`src/rtl/psr_cond_unit.sv`:
```
// psr_cond_unit: ARM-style status register (N,Z,C,V) with ID-stage condition
// evaluation and a one-bubble flag-dependency interlock.
//
// Build option: define COND_FWD_EN to forward the EX-stage ALU flags into the
// condition evaluation. With forwarding enabled, the interlock never fires.
//
// Ports:
//   clk, reset            clock, asynchronous active-high reset
//   alu_n/z/c/v           ALU flag results of the EX instruction
//   ex_valid, ex_s        EX holds a real instruction / it writes the flags
//   id_valid, id_cond     ID holds a real instruction / its condition field
//   stall                 global pipeline stall, freezes all state
//   flags                 status register {N,Z,C,V}
//   cin                   carry flag, ALU carry-in
//   cond_valid            registered: instruction entering EX is real
//   cond_pass             registered: instruction entering EX executes
//   hazard                combinational: hold upstream, insert a bubble
module psr_cond_unit (
  input  logic       clk,
  input  logic       reset,
  input  logic       alu_n,
  input  logic       alu_z,
  input  logic       alu_c,
  input  logic       alu_v,
  input  logic       ex_valid,
  input  logic       ex_s,
  input  logic       id_valid,
  input  logic [3:0] id_cond,
  input  logic       stall,
  output logic [3:0] flags,
  output logic       cin,
  output logic       cond_valid,
  output logic       cond_pass,
  output logic       hazard
);

  localparam int unsigned FLAG_W = 4;
  localparam int unsigned COND_W = 4;

  localparam logic [COND_W-1:0] COND_AL = 4'b1110;
  localparam logic [COND_W-1:0] COND_NV = 4'b1111;

  typedef enum logic {
    IDLE = 1'b0,
    HAZ  = 1'b1
  } state_t;

  state_t            state;
  state_t            state_nxt;
  logic              cond_valid_nxt;
  logic              cond_pass_nxt;
  logic [FLAG_W-1:0] alu_flags;
  logic [FLAG_W-1:0] eff_flags;
  logic              flag_wr;
  logic              flag_dep;

  // ARM condition code evaluation against a {N,Z,C,V} flag vector
  function automatic logic cond_eval(input logic [COND_W-1:0] c,
                                     input logic [FLAG_W-1:0] f);
    logic n, z, cy, v;
    logic res;
    n   = f[3];
    z   = f[2];
    cy  = f[1];
    v   = f[0];
    res = 1'b0;
    case (c)
      4'b0000: res = z;
      4'b0001: res = ~z;
      4'b0010: res = cy;
      4'b0011: res = ~cy;
      4'b0100: res = n;
      4'b0101: res = ~n;
      4'b0110: res = v;
      4'b0111: res = ~v;
      4'b1000: res = cy & ~z;
      4'b1001: res = ~cy | z;
      4'b1010: res = (n == v);
      4'b1011: res = (n != v);
      4'b1100: res = ~z & (n == v);
      4'b1101: res = z | (n != v);
      4'b1110: res = 1'b1;
      default: res = 1'b0;
    endcase
    return res;
  endfunction

  assign alu_flags = {alu_n, alu_z, alu_c, alu_v};
  assign flag_wr   = ex_valid & ex_s;
  assign cin       = flags[1];

`ifdef COND_FWD_EN
  // Forwarded flags remove the dependency, so the interlock never fires
  assign eff_flags = flag_wr ? alu_flags : flags;
  assign flag_dep  = 1'b0;
`else
  // ID condition depends on flags still being produced in EX
  assign eff_flags = flags;
  assign flag_dep  = id_valid & flag_wr & (id_cond != COND_AL) & (id_cond != COND_NV);
`endif

  // Next-state, hazard and next registered-output logic
  always_comb begin
    state_nxt      = state;
    hazard         = 1'b0;
    cond_valid_nxt = id_valid;
    cond_pass_nxt  = id_valid & cond_eval(id_cond, eff_flags);

    case (state)
      IDLE: begin
        hazard = flag_dep & ~reset;
        if (hazard) begin
          state_nxt = HAZ;
        end
      end
      HAZ: begin
        state_nxt = IDLE;
      end
      default: begin
        state_nxt = IDLE;
      end
    endcase

    if (hazard) begin
      cond_valid_nxt = 1'b0;
      cond_pass_nxt  = 1'b0;
    end
  end

  // State, status register and registered condition outputs
  always_ff @(posedge clk or posedge reset) begin
    if (reset) begin
      state      <= IDLE;
      flags      <= '0;
      cond_valid <= 1'b0;
      cond_pass  <= 1'b0;
    end else if (!stall) begin
      state      <= state_nxt;
      cond_valid <= cond_valid_nxt;
      cond_pass  <= cond_pass_nxt;
      if (flag_wr) begin
        flags <= alu_flags;
      end
    end
  end

endmodule

```
`config.mk`:
```
export PLATFORM = sky130hd
export DESIGN_NAME = psr_cond_unit
export DESIGN_NICKNAME = d
export VERILOG_FILES = /design/src/rtl/psr_cond_unit.sv
export SDC_FILE = /design/constraint.sdc
export NUM_CORES = 1
export LEC_CHECK = 0
export CAP_MARGIN = 30
export CORE_ASPECT_RATIO = 1.1
export CORE_UTILIZATION = 29
export CTS_BUF_LIST = sky130_fd_sc_hd__clkbuf_16
export DETAILED_ROUTE_END_ITERATION = 16
export GPL_ROUTABILITY_DRIVEN = 0
export MAX_ROUTING_LAYER = met4
export REMOVE_ABC_BUFFERS = 1
export SLEW_MARGIN = 20
export SYNTH_ARGS = -nofsm -noshare
export SYNTH_HDL_FRONTEND = slang
export SYNTH_SLANG_ARGS = --single-unit
```
`constraint.sdc`:
```
create_clock -name clk -period 1.33 [get_ports clk]
set_input_delay 0.1995 -clock clk [delete_from_list [all_inputs] [get_ports clk]]
set_output_delay 0.1995 -clock clk [all_outputs]
set_load 0.03 [all_outputs]
```
==> results by group, run 1 <==
Logic synthesis
  • Area contributors post-synth: dfrtp_1, mux2_2, nor4b_4
  • Area leader, netlist: dfrtp_1
  • Syn_area_per_cell: 9.52 µm²
  • Top cell type's share of synthesized area: 32.9%
  • Synth top cells by count: dfrtp_1, nand2_1, a21oi_1
  • Mapped Area: 533 µm²
  • Post-synth EDFFs: 0
  • Most used DFF post-synth: dfrtp_1
  • Ys Warns: 0
  • Seq/Total Area, Yosys: 32.9%
  • #FFs+latches synth: 7
  • Synth unique cells: 33
  • Ys async rst share: 100%
  • Most numerous cell in the Yosys netlist: dfrtp_1
  • Syn Inst Count: 56

Detailed routing
  • Via count: 547
  • Wire per inst: 12.2 µm
  • WL final: 1320 µm
  • ANT nets after route: 0
  • DR pass1 iterations: 2
  • Post-DR vias/cell: 5.06
  • DRC: 0
  • Drt initial violations: 3

Worst hold path
  • Min-delay worst type: in -> async

GRT
  • GRT Util Overall: 15.4%
  • Vias in the first global route: 528
  • Antenna violations before repair: 0
  • Grt ovf: 0
  • Largest net degree at the start of global routing: 10
  • Global-route wire length before repair: 2140 µm

Placement
  • Final HPWL DP: 1020 µm
  • PortBufs: 21
  • Dpl ws: -0.411 ns

Finish
  • Nets: 106
  • Ant diodes: 0
  • Finished Core Util: 57.0%
  • Multi-input gate area in the final layout: 344 µm²
  • Seq. cell area: 175 µm²
  • Layout cells sized above 1: 42.9%
  • Area growth syn-to-layout: 76.8%
  • Layout fillers: 154

Timing
  • Final-report hold violation count: 0
  • Final Cycle Share: 104%
  • Final setup fails: 1
  • Final Max Slew Viols: 0
  • Slew @ Worst Pin: 0.298 ns
  • Final Skew: 0.00148 ns
  • Slew margin rel.: 80.2%
  • FMAX: 0.722 GHz
  • RSZ-0062 raised after global routing: yes
  • Final min period: 1.38 ns
  • Final worst slack: -0.0549 ns

Critical path
  • Crit path required time: 1.13 ns
  • Startpoint types: flop
  • Arr. time, crit path: 1.19 ns
  • CP delay by family, top: flip-flops
  • CP peak stage delay: 0.39 ns
  • Slowest cell on crit path: dfrtp_1
  • Worst Path Buf+Inv: 2
  • WS Path Type: reg -> out
  • Crit end category: primary output
  • CP Max Fanout: 3
  • Cells along the critical path: nor4b_4, nand2_2, inv_2, buf_6

Die
  • Die width: 42.9 µm
  • Die area: 0.00201 mm²
  • Starting Density: 32.3%
  • Die height: 47.0 µm
  • I/O Pins: 22
  • Placement row count: 15
  • CORE AREA: 0.00165 mm²

Power and ir drop
  • VDD IR max: 0.000921 V
  • Pwr Density: 1260 mW/mm²
  • Leak: 0.434 nW
  • Final Power: 1.18 mW

CTS
  • H-tree level count: 1
  • Worst skew pair latency: 0.23 ns
  • Clk sink count: 7
  • Clock-pin slew on the worst setup and hold paths: 0.04 ns
  • Cts bufs inserted: 3
  • CTS max path bufs: 2
  • CTS Hold Bufs: 0
  • Root cell of the clock tree: clkbuf_16
  • CTS tree: yes

Flow run
  • Maxcap violations: 0

Status
  • Failing checks: setup timing
  • Status: finished, violations left
-- state kept, by name, indices dropped and copies added, names as in the netlist --
| signal | cells |
|---|---|
| flags | 4 |
| cond_pass | 1 |
| cond_valid | 1 |
| state | 1 |
-- area by class of cell --
| type | count | share of cell area (%) |
|---|---|---|
| clock inverter | 1 | 0.398 |
| inverter | 3 | 1.20 |
| clock buffer | 3 | 7.97 |
| multi-input combinational | 41 | 36.5 |
| timing repair buffer | 36 | 33.1 |
| tap | 17 | 2.26 |
| sequential | 7 | 18.6 |
-- cell families after synthesis --
| family | share of synthesized area, % |
|---|---|
| AO/OA/AOI/OAI | 22.3 |
| XOR/XNOR | 3.29 |
| buffers and inverters | 9.39 |
| flip-flops | 32.9 |
| multiplexers | 8.45 |
| AND/OR/NAND/NOR | 23.7 |
-- routing by layer --
layer	vias up	share of wire, %	track usage [%]
met5	-	0	-
met4	0	3.0	13.8
met3	5	3.7	1.15
met2	15	51	26.7
met1	252	42	15.9
li1	275	-	-
-- worst register-to-register path, cell delays in order (launching register included) --
cell and delay, ns:
dfrtp_1 0.42, xor2_1 0.17, o2bb2ai_2 0.18, o32ai_2 0.10
a221oi_2 0.24, a21oi_2 0.08
-- power breakdown --
part	internal, mW	switching (mW)
registers	0.245	0.0300
clock network	0.391	0.113
logic	0.207	0.200
total	0.842	0.342
-- per-stage QoR --
stage | setup TNS [ns] | std cells | hold WS [ns] | area (µm²)
after floorplan | -0.266 | 51 | 0.0183 | 494
after global routing | -0.204 | 108 | 0.339 | 942
after detailed placement | -2.10 | 102 | 0.503 | 811
after global placement | -2.08 | 102 | 0.480 | 811
after CTS | -0.115 | 106 | 0.290 | 903
final | -0.0549 | 108 | 0.293 | 942
-- cell usage in the layout, fill, tap and decap left out, types with 3 or more instances in the layout --
master           instances
buf_4                   19
clkdlybuf4s50_1          8
dfrtp_1                  7
nand2_1                  5
inv_1                    3
a21oi_1                  3
nand3b_1                 3
mux2_2                   3
clkbuf_16                3
dlygate4sd2_1            3
-- final timing paths --
kind,end,cells after the start,startpoint,slack (ns)
min reg2reg,cond_valid$_DFFE_PP0N_,2,cond_valid$_DFFE_PP0N_,0.51
max,hazard,4,state$_DFFE_PP0N_,-0.05
min in group clk,cond_valid$_DFFE_PP0N_,2,cond_valid$_DFFE_PP0N_,0.51
min,flags[1]$_DFFE_PP0P_,3,reset,0.29
max reg2reg,cond_pass$_DFFE_PP0N_,5,flags[0]$_DFFE_PP0P_,0.02
max in group asynchronous,flags[3]$_DFFE_PP0P_,3,reset,0.92
-- what timing repair did --
item / in CTS / in global routing
pin swaps: 4 / 5
cloned: 0 / 0
setup endpoints to repair: 7 / 2
setup buffers: 0 / 2
gates resized for setup: 14 / 8
Power figures use the tool's default switching activity.
==> run 2, diff against run 1 <==
--- a/config.mk
+++ b/config.mk
@@ -10,7 +10,6 @@
 export CORE_UTILIZATION = 29
 export CTS_BUF_LIST = sky130_fd_sc_hd__clkbuf_16
 export DETAILED_ROUTE_END_ITERATION = 16
-export GPL_ROUTABILITY_DRIVEN = 0
 export MAX_ROUTING_LAYER = met4
 export REMOVE_ABC_BUFFERS = 1
 export SLEW_MARGIN = 20
==> results of run 2 <==
No change in the layout: final DEF, timing and power equal those of run 1.
